<file path="config.mk">
export PLATFORM = sky130hd
export DESIGN_NAME = fib_bist_seq
export DESIGN_NICKNAME = d
export VERILOG_FILES = /design/src/rtl/fib_bist_seq.sv
export SDC_FILE = /design/constraint.sdc
export NUM_CORES = 1
export LEC_CHECK = 0
export ABC_AREA = 1
export ABC_CLOCK_PERIOD_IN_PS = 1850
export BUFFER_PORTS_ARGS = -buffer_cell sky130_fd_sc_hd__buf_2
export CORE_ASPECT_RATIO = 2
export CORE_UTILIZATION = 45
export DETAILED_ROUTE_END_ITERATION = 7
export HOLD_SLACK_MARGIN = 0.06
export MAX_ROUTING_LAYER = met4
export PLACE_DENSITY = 0.66
export SETUP_SLACK_MARGIN = 0.15
export SYNTH_ARGS = -nofsm -noshare
export SYNTH_HDL_FRONTEND = slang
export SYNTH_SLANG_ARGS = --single-unit
</file>
<file path="constraint.sdc">
create_clock -name clk -period 1.85 [get_ports clk]
set_input_delay 0.185 -clock clk [delete_from_list [all_inputs] [get_ports clk]]
set_output_delay 0.185 -clock clk [all_outputs]
set_load 0.01 [all_outputs]
</file>
<file path="src/rtl/fib_bist_seq.sv">
// Built-in self-test sequencer for the Fibonacci core: sweeps n_first..n_last,
// checks each core result against an internal golden model. Option: FIB_BIST_TIMEOUT_EN.
module fib_bist_seq #(
  parameter int N_WIDTH        = 8,
  parameter int DATA_WIDTH     = 8,
  parameter int ERR_WIDTH      = 8,
  parameter int TIMEOUT_CYCLES = 1023
) (
  input  logic                  clk,
  input  logic                  rst,
  input  logic                  start,
  input  logic [N_WIDTH-1:0]    n_first,
  input  logic [N_WIDTH-1:0]    n_last,
  output logic                  fib_strobe,
  output logic [N_WIDTH-1:0]    fib_n,
  input  logic                  fib_busy,
  input  logic [DATA_WIDTH-1:0] fib_value,
  output logic                  active,
  output logic                  done,
  output logic                  pass,
  output logic [ERR_WIDTH-1:0]  err_count,
  output logic [N_WIDTH-1:0]    first_fail_n
);

  typedef enum logic [2:0] {
    IDLE,
    PRIME,
    ISSUE,
    GAP,
    WAIT,
    CHECK,
    FIN
  } state_t;

  state_t                state_q;
  logic [N_WIDTH-1:0]    idx_q;
  logic [N_WIDTH-1:0]    last_q;
  logic [N_WIDTH-1:0]    k_q;
  logic [DATA_WIDTH-1:0] a_q;
  logic [DATA_WIDTH-1:0] b_q;
  logic [DATA_WIDTH-1:0] cap_q;
  logic                  strobe_q;
  logic [N_WIDTH-1:0]    fib_n_q;
  logic                  active_q;
  logic                  done_q;
  logic                  pass_q;
  logic [ERR_WIDTH-1:0]  err_q;
  logic [N_WIDTH-1:0]    first_q;

  logic [DATA_WIDTH-1:0] sum_d;
  logic [ERR_WIDTH-1:0]  err_d;
  logic                  bad_d;

`ifdef FIB_BIST_TIMEOUT_EN
  localparam int TW = (TIMEOUT_CYCLES > 1) ? $clog2(TIMEOUT_CYCLES) : 1;
  localparam logic [TW-1:0] TMO_LAST = TW'(TIMEOUT_CYCLES - 1);

  logic [TW-1:0] tmo_q;
  logic          tmo_err_q;

  assign bad_d = tmo_err_q | (cap_q != a_q);
`else
  assign bad_d = (cap_q != a_q);
`endif

  assign sum_d = a_q + b_q;
  assign err_d = (err_q == '1) ? err_q : err_q + ERR_WIDTH'(1);

  // Golden pair (a,b) always holds (fib(idx), fib(idx+1)) once priming is done.
  always_ff @(posedge clk) begin
    if (rst) begin
      state_q  <= IDLE;
      idx_q    <= '0;
      last_q   <= '0;
      k_q      <= '0;
      a_q      <= '0;
      b_q      <= DATA_WIDTH'(1);
      cap_q    <= '0;
      strobe_q <= 1'b0;
      fib_n_q  <= '0;
      active_q <= 1'b0;
      done_q   <= 1'b0;
      pass_q   <= 1'b0;
      err_q    <= '0;
      first_q  <= '0;
`ifdef FIB_BIST_TIMEOUT_EN
      tmo_q     <= '0;
      tmo_err_q <= 1'b0;
`endif
    end else begin
      case (state_q)
        IDLE: begin
          if (start) begin
            last_q   <= n_last;
            idx_q    <= n_first;
            a_q      <= '0;
            b_q      <= DATA_WIDTH'(1);
            k_q      <= '0;
            done_q   <= 1'b0;
            pass_q   <= 1'b0;
            err_q    <= '0;
            first_q  <= '0;
            active_q <= 1'b1;
            if (n_first > n_last) begin
              state_q <= FIN;
            end else if (n_first == '0) begin
              state_q  <= ISSUE;
              strobe_q <= 1'b1;
              fib_n_q  <= n_first;
            end else begin
              state_q <= PRIME;
            end
          end
        end

        // One recurrence step per cycle; leave on the step that reaches idx.
        PRIME: begin
          a_q <= b_q;
          b_q <= sum_d;
          k_q <= k_q + N_WIDTH'(1);
          if (k_q + N_WIDTH'(1) == idx_q) begin
            state_q  <= ISSUE;
            strobe_q <= 1'b1;
            fib_n_q  <= idx_q;
          end
        end

        ISSUE: begin
          strobe_q <= 1'b0;
          state_q  <= GAP;
        end

        GAP: begin
          state_q <= WAIT;
`ifdef FIB_BIST_TIMEOUT_EN
          tmo_q     <= '0;
          tmo_err_q <= 1'b0;
`endif
        end

        WAIT: begin
          if (!fib_busy) begin
            cap_q   <= fib_value;
            state_q <= CHECK;
          end
`ifdef FIB_BIST_TIMEOUT_EN
          else if (tmo_q == TMO_LAST) begin
            tmo_err_q <= 1'b1;
            state_q   <= CHECK;
          end else begin
            tmo_q <= tmo_q + TW'(1);
          end
`endif
        end

        CHECK: begin
          if (bad_d) begin
            err_q <= err_d;
            if (err_q == '0) begin
              first_q <= idx_q;
            end
          end
          if (idx_q == last_q) begin
            state_q <= FIN;
          end else begin
            a_q      <= b_q;
            b_q      <= sum_d;
            idx_q    <= idx_q + N_WIDTH'(1);
            strobe_q <= 1'b1;
            fib_n_q  <= idx_q + N_WIDTH'(1);
            state_q  <= ISSUE;
          end
        end

        FIN: begin
          active_q <= 1'b0;
          done_q   <= 1'b1;
          pass_q   <= (err_q == '0);
          state_q  <= IDLE;
        end

        default: state_q <= IDLE;
      endcase
    end
  end

  assign fib_strobe   = strobe_q;
  assign fib_n        = fib_n_q;
  assign active       = active_q;
  assign done         = done_q;
  assign pass         = pass_q;
  assign err_count    = err_q;
  assign first_fail_n = first_q;

endmodule

</file>
==> results of run 1 <==
==> worst max-delay path, cell delays in order (launching register included) <==
cell and delay, ps:
sky130_fd_sc_hd__dfxtp_4 370, sky130_fd_sc_hd__buf_6 110, sky130_fd_sc_hd__nand2_4 40, sky130_fd_sc_hd__nor2_4 160, sky130_fd_sc_hd__nand3_2 130, sky130_fd_sc_hd__nand3_2 80
sky130_fd_sc_hd__nand2_1 60, sky130_fd_sc_hd__nor2_1 110, sky130_fd_sc_hd__nand3_1 130, sky130_fd_sc_hd__nand2_4 120, sky130_fd_sc_hd__buf_12 110, sky130_fd_sc_hd__buf_16 100
sky130_fd_sc_hd__nand4_1 80, sky130_fd_sc_hd__nand2_1 80, sky130_fd_sc_hd__nor2_1 50
==> synth_stat cells, types with 2 or more instances <==
master | n | area, µm²
sky130_fd_sc_hd__nor2_2 | 2 | 12.5
sky130_fd_sc_hd__xor2_1 | 10 | 87.6
sky130_fd_sc_hd__or2_2 | 4 | 25.0
sky130_fd_sc_hd__nand2_1 | 153 | 574
sky130_fd_sc_hd__inv_2 | 7 | 26.3
sky130_fd_sc_hd__nor4_1 | 2 | 12.5
sky130_fd_sc_hd__clkbuf_1 | 13 | 48.8
sky130_fd_sc_hd__nand3_1 | 44 | 220
sky130_fd_sc_hd__clkbuf_2 | 2 | 10.0
sky130_fd_sc_hd__o22ai_1 | 7 | 43.8
sky130_fd_sc_hd__ha_1 | 19 | 238
sky130_fd_sc_hd__nand4_1 | 30 | 188
sky130_fd_sc_hd__nand3_2 | 4 | 40.0
sky130_fd_sc_hd__a21oi_1 | 77 | 385
sky130_fd_sc_hd__nor2_1 | 81 | 304
sky130_fd_sc_hd__xnor2_1 | 7 | 61.3
sky130_fd_sc_hd__nand2_2 | 4 | 25.0
sky130_fd_sc_hd__dfxtp_1 | 79 | 1580
sky130_fd_sc_hd__o21bai_1 | 2 | 15.0
sky130_fd_sc_hd__buf_4 | 2 | 15.0
sky130_fd_sc_hd__o21ai_0 | 31 | 155
sky130_fd_sc_hd__nand3_4 | 2 | 35.0
sky130_fd_sc_hd__nor2_4 | 2 | 22.5
sky130_fd_sc_hd__inv_1 | 97 | 364
sky130_fd_sc_hd__nor3_1 | 6 | 30.0
sky130_fd_sc_hd__a221oi_1 | 3 | 26.3
sky130_fd_sc_hd__a211oi_1 | 4 | 30.0
sky130_fd_sc_hd__buf_2 | 8 | 40.0
==> logic make-up (layout without fill, tap and decap cells) <==
group / count (synthesis) / count (layout) / synth area share, %
AND/OR/NAND/NOR: 340 / 341 / 32.9
buffers and inverters: 131 / 227 / 10.9
AO/OA/AOI/OAI: 127 / 127 / 14.3
flip-flops: 79 / 79 / 33.3
adder cells (fa/ha/maj): 20 / 20 / 5.43
XOR/XNOR: 17 / 17 / 3.14
other: 0 / 1 / 0
==> per-stage QoR <==
step | setup slack [ps] | area (µm²) | utilization [%] | power (W)
2_1_floorplan | 171 | 4770 | - | 0.00454
4_1_cts | 7.75 | 5900 | 57.8 | 0.00768
3_5_place_dp | -57.4 | 5440 | 53.2 | 0.00573
3_3_place_gp | 3.60 | 5440 | 53.2 | 0.00568
6_report | 2.68 | 6110 | 59.8 | 0.00795
5_1_grt | -123 | 6110 | 59.8 | 0.00851
==> registers in the layout (all words and copies together) (netlist names), 3 cells and up <==
signal / flops
fib_n: 8
k_q: 8
b_q: 8
cap_q: 8
a_q: 8
first_fail_n: 8
last_q: 8
state_q: 3
err_count: 8
idx_q: 8
==> area by class of cell <==
type,instances,area [µm²]
timing repair buffer,107,749
antenna,1,2.50
inverter,104,393
multi-input combinational,505,2900
clock buffer,11,253
fill,1004,4100
clock inverter,5,41.3
tap,135,169
sequential,79,1600
==> where the power goes <==
group / switching (W) / internal [W] / total, W
Sequential: 0.000335 / 0.00207 / 0.00241
Clock: 0.000735 / 0.000991 / 0.00173
Combinational: 0.00227 / 0.00155 / 0.00382
Total: 0.00334 / 0.00462 / 0.00795
==> routing by layer <==
metal	share of wire (%)	GRT usage, %	vias up	wire length [µm]
met2	58	50.5	96	8330
met5	0	-	-	0
met3	2.4	4.66	56	339
li1	-	-	2507	-
met1	34	25.6	2313	4940
met4	5.1	17.2	0	725
==> placed cells by master (no fill, tap or decap), types with 16 or more instances in the layout <==
master	netlist	final
sky130_fd_sc_hd__a21oi_1	77	74
sky130_fd_sc_hd__buf_2	8	55
sky130_fd_sc_hd__buf_4	2	41
sky130_fd_sc_hd__dfxtp_1	79	65
sky130_fd_sc_hd__ha_1	19	16
sky130_fd_sc_hd__inv_1	97	93
sky130_fd_sc_hd__nand2_1	153	148
sky130_fd_sc_hd__nand3_1	44	38
sky130_fd_sc_hd__nand4_1	30	30
sky130_fd_sc_hd__nor2_1	81	75
sky130_fd_sc_hd__o21ai_0	31	27
==> worst max path at each step <==
| stage | slack, ps | cells after the start | from | endpoint |
|---|---|---|---|---|
| after floorplan | 170 | 14 | k_q[0]$_SDFFE_PP0P_ | fib_n[0]$_SDFFE_PP0P_ |
| after global placement | 4 | 15 | k_q[0]$_SDFFE_PP0P_ | fib_n[3]$_SDFFE_PP0P_ |
| after detailed placement | -60 | 15 | k_q[0]$_SDFFE_PP0P_ | fib_n[0]$_SDFFE_PP0P_ |
| after CTS | 8 | 13 | k_q[0]$_SDFFE_PP0P_ | fib_n[2]$_SDFFE_PP0P_ |
| after global routing | -120 | 15 | k_q[0]$_SDFFE_PP0P_ | fib_n[1]$_SDFFE_PP0P_ |
| final | 3 | 14 | k_q[0]$_SDFFE_PP0P_ | fib_n[1]$_SDFFE_PP0P_ |
==> what timing repair did <==
action	4_1_cts	5_1_grt
hold buffers	0	0
gates cloned	1	1
pin swaps	17	14
gates resized for setup	34	44
hold endpoints to repair	0	0
endpoints found under the setup margin	39	63
setup buffers	4	4
==> parameters.txt, run 1 <==
Parameter                              Value

Outcome
  Status ... complete, no violations

Clocking
  Clock-pin slew on the worst setup and hold paths ... 60 ps
  CTS Root Cell ... sky130_fd_sc_hd__clkbuf_16
  Clock tree from TritonCTS ... yes
  Number of clock sinks seen by CTS ... 79
  Deepest level of the CTS H-tree ... 3
  Number of buffers on the longest clock path ... 2
  Clk Latency, worst-skew pair ... 340 ps
  TritonCTS buffer count ... 9

Yosys
  Proportion of register bits with asynchronous set or reset after synthesis ... 0%
  Number of nets produced by synthesis ... 762
  Post-synth EDFFs ... 0
  Post-synthesis sequential element count ... 79
  Fraction of the yosys area taken by sequential cells ... 33.3%
  Cells after synthesis ... 714
  Yosys cell types ... 40
  Number of warnings printed during yosys synthesis ... 0
  Most instantiated flip-flop cell in the synthesis netlist ... sky130_fd_sc_hd__dfxtp_1
  Synthesized area ... 4750 µm²
  Average footprint of a synthesized cell ... 6.65 µm²

Placement
  Placer congestion estimate ... 0.902
  Number of port buffers ... 55
  Final HPWL DP ... 10800 µm
  Cell total after placement ... 920

Timing
  Part of the cycle the worst path needs ... 99.9%
  Transition time at the pin with the least slew margin ... 475 ps
  Max-slew violation total from the final report ... 0
  Final hold vios ... 0
  Relative slew slack ... 68.4%
  Unrepaired setup endpoints after global routing ... yes
  Post-route worst hold slack ... 103 ps
  Setup TNS after final layout ... 0 ps
  Setup violators final ... 0
  Fmax ... 0.541 GHz
  Worst setup skew after layout ... 6.97 ps
  Min cycle time layout ... 1850 ps

Setup path
  Critical register-to-register path startpoint ... k_q[0]$_SDFFE_PP0P_
  Worst-case reg-to-reg path depth ... 14
  Register-to-register setup slack ... 3 ps
  Reg2Reg Capture Point ... fib_n[1]$_SDFFE_PP0P_
  Worst setup EP type ... flop
  Maximum fanout along the worst path ... 6
  CP Launch Type ... flop
  Start-to-end type of the worst setup path ... reg -> reg
  CP Data Required Time ... 2080 ps
  Critical path arrival ... 2080 ps

Global routing
  Grt total ovfl ... 0
  Pin count of the biggest net entering global routing ... 41
  Number of antenna violations at the first check in global routing ... 1
  Total routing resource utilization after global routing ... 27.8%
  Wire length of the first global-routing pass ... 22500 µm
  Via count of the first global-routing pass ... 4922

Power and ir drop
  Cell Pwr Density ... 1300 nW/µm²
  Standby leakage power ... 2.72 nW
  Worst VDD drop ... 878 µV

Routing
  Total via count in the routed design ... 4972
  Drt initial violations ... 210
  Residual DRC ... 0
  Number of detailed-routing iterations run before antenna repair ... 4
  Routed wire length per instance ... 15.1 µm
  Routed wire length ... 14300 µm
  Vias per std cell ... 5.25
  Post-route antenna net violation count ... 0

Die
  IO Count ... 56
  Number of placement rows ... 52
  DIE WIDTH ... 74.6 µm
  Chip Height ... 147 µm
  Placeable core region ... 10200 µm²
  Starting Density ... 46.5%
  Area of the die ... 11000 µm²

Run
  Max Cap Violations ... 0

Cells and area
  Layout cells sized above 1 ... 25.6%
  Post-layout nets ... 854
  Final Non-Filler Cells ... 947
  Synth-to-layout area growth ... 28.8%

Worst hold path
  Depth of the worst hold-timing path ... 3
  Worst hold path startpoint ... n_last[6]
  Endpoint with the worst hold slack ... last_q[6]$_SDFFE_PP0P_
  Worst min-delay path category ... in -> reg
No activity file was read; power rests on OpenSTA's default activity.
==> inputs of run 2 (changes only) <==
--- a/config.mk
+++ b/config.mk
@@ -14,6 +14,7 @@
 export HOLD_SLACK_MARGIN = 0.06
 export MAX_ROUTING_LAYER = met4
 export PLACE_DENSITY = 0.66
+export REMOVE_ABC_BUFFERS = 1
 export SETUP_SLACK_MARGIN = 0.15
 export SYNTH_ARGS = -nofsm -noshare
 export SYNTH_HDL_FRONTEND = slang
==> run 2 against run 1 <==
Die area unchanged. Clock-buffer cell count shrank 1. Maximum frequency increased by 1.9%. Flip-flop and latch count unchanged. Hold slack got worse by 20 ps. First-iteration DRC count is 20% higher. Final cell count rose by 2.5%. Register-to-register slack improved by 40 ps. Worst setup slack gained 35 ps. Power grew 10%. Non-clock buffer count is 24 higher. Critical endpoint is now state_q[2]$_SDFFE_PP0P_.
==> parameters.txt, run 2 (same netlist as run 1, synthesis figures left out) <==
Parameter                              Value

Power and ir drop
  Standby leakage power ... 2.90 nW
  Post-layout power ... 0.00876 W
  Worst VDD drop ... 842 µV
  Cell Pwr Density ... 1350 nW/µm²

Routing
  Number of detailed-routing iterations run before antenna repair ... 5
  Post-route antenna net violation count ... 0
  Routed wire length per instance ... 15.5 µm
  Total via count in the routed design ... 5159
  Routed wire length ... 15000 µm
  Vias per std cell ... 5.31
  Residual DRC ... 0
  Drt initial violations ... 253

Timing
  Max-slew violation total from the final report ... 0
  Fmax ... 0.552 GHz
  Unrepaired setup endpoints after global routing ... yes
  Min cycle time layout ... 1810 ps
  Transition time at the pin with the least slew margin ... 472 ps
  Final hold vios ... 0
  Part of the cycle the worst path needs ... 98.0%
  Setup violators final ... 0
  Relative slew slack ... 68.5%
  Worst setup skew after layout ... 4.25 ps

Setup path
  CP Data Required Time ... 2090 ps
  Maximum fanout along the worst path ... 8
  Start-to-end type of the worst setup path ... reg -> reg
  Critical path arrival ... 2050 ps
  CP Launch Type ... flop
  Worst setup EP type ... flop

Placement
  Placer congestion estimate ... 0.984
  Final HPWL DP ... 10500 µm
  Number of port buffers ... 55
  Cell total after placement ... 924

Clocking
  Number of clock sinks seen by CTS ... 79
  Deepest level of the CTS H-tree ... 3
  TritonCTS buffer count ... 9
  Clock tree from TritonCTS ... yes
  Clock-pin slew on the worst setup and hold paths ... 60 ps
  Number of buffers on the longest clock path ... 2
  Hold buffer count at cts ... 0
  Clk Latency, worst-skew pair ... 350 ps
  CTS Root Cell ... sky130_fd_sc_hd__clkbuf_16

Global routing
  Wire length of the first global-routing pass ... 23100 µm
  Grt total ovfl ... 0
  Total routing resource utilization after global routing ... 28.6%
  Number of antenna violations at the first check in global routing ... 0
  Via count of the first global-routing pass ... 4974
  Pin count of the biggest net entering global routing ... 41

Cells and area
  Commonest cells after routing, fill and taps aside ... sky130_fd_sc_hd__nand2_1, sky130_fd_sc_hd__inv_1, sky130_fd_sc_hd__a21oi_1
  Fillcell total ... 926
  Final Non-Filler Cells ... 971
  Layout cells sized above 1 ... 32.3%
  Synth-to-layout area growth ... 37.0%
  Most common cell after layout, fill and taps aside ... sky130_fd_sc_hd__nand2_1
  Number of antenna repair diodes ... 0
  Post-layout nets ... 879

Outcome
  Status ... complete, no violations

Die
  IO Count ... 56
  Placeable core region ... 10200 µm²
  Area of the die ... 11000 µm²
  Chip Height ... 147 µm
  DIE WIDTH ... 74.6 µm
  Number of placement rows ... 52
  Starting Density ... 46.5%

Run
  Max Cap Violations ... 0

Worst hold path
  Worst min-delay path category ... in -> reg
## run 2: cell count changes in the layout (fill, tap and decap cells not counted), sizes merged
cell | previous run | this run
buf | 107 | 129
bufinv | 0 | 3
clkbuf | 11 | 12
clkinv | 2 | 3
clkinvlp | 2 | 1
diode | 1 | 0
inv | 105 | 103
nand3 | 50 | 51
nor2 | 86 | 87
or2 | 6 | 5
## run 2: final timing paths
kind                            depth (start not counted)                    start  slack (ps)                 endpoint
worst max-delay path                                   15      k_q[0]$_SDFFE_PP0P_          40  state_q[2]$_SDFFE_PP0P_
worst min-delay path                                    3                n_last[0]          80   last_q[0]$_SDFFE_PP0P_
worst max register to register                         15      k_q[0]$_SDFFE_PP0P_          40  state_q[2]$_SDFFE_PP0P_
worst min register to register                          2  fib_strobe$_SDFFE_PP0P_         440  fib_strobe$_SDFFE_PP0P_
## run 2: what timing repair did
action | CTS | global route
buffers inserted | 10 | 17
gates cloned | 0 | 4
resized for setup | 58 | 90
pin swaps | 27 | 44
setup endpoints to repair | 39 | 65
## run 2: through the flow
stage,utilization [%],worst slack (ps),hold slack (ps),setup TNS [ps],area (µm²)
floorplan,-,25.0,254,0,4620
global placement,53.0,-101,432,-702,5410
detailed placement,53.0,-214,433,-1870,5410
CTS,58.9,43.7,85.9,0,6010
global route,63.6,-116,99.9,-1030,6500
finish,63.6,37.9,82.3,0,6500
## run 2: critical path: stages, from the launching register on
cell,delay [ps]
sky130_fd_sc_hd__dfxtp_4,380
sky130_fd_sc_hd__buf_6,110
sky130_fd_sc_hd__nand2_4,40
sky130_fd_sc_hd__nor2_4,190
sky130_fd_sc_hd__nand2_2,110
sky130_fd_sc_hd__nand2_2,90
sky130_fd_sc_hd__nand3_2,80
sky130_fd_sc_hd__nand2_2,100
sky130_fd_sc_hd__nor2_2,50
sky130_fd_sc_hd__nand3_2,90
sky130_fd_sc_hd__nand2_4,100
sky130_fd_sc_hd__buf_6,150
sky130_fd_sc_hd__nand2_1,50
sky130_fd_sc_hd__nor2_1,40
sky130_fd_sc_hd__o21ai_1,90
sky130_fd_sc_hd__inv_1,40
## run 2: area by class of cell
class                           instances  area (µm²)  share of cell area [%]
Sequential cell                        79        1620                    24.9
Timing Repair Buffer                  131         948                    14.6
Clock buffer                           10         239                    3.68
Multi-Input combinational cell        506        3010                    46.3
Clock inverter                          6         108                    1.66
Tap cell                              135         169                    2.60
Inverter                              104         405                    6.24
## run 2: power by group
part / switching [W] / internal (W) / leakage, nW
Sequential: 0.000345 / 0.00209 / 0.652
Clock: 0.000724 / 0.00135 / 0.168
Combinational: 0.00246 / 0.00180 / 2.08
Total: 0.00353 / 0.00524 / 2.90
## run 2: routing by layer
metal | share of wire [%] | wire [µm] | GRT usage (%) | vias up
li1 | - | - | - | 2563
met1 | 35 | 5220 | 26.8 | 2383
met2 | 56 | 8430 | 51.8 | 167
met3 | 4.2 | 628 | 3.64 | 46
met4 | 5.0 | 752 | 18.2 | 0
met5 | 0 | 0 | - | -
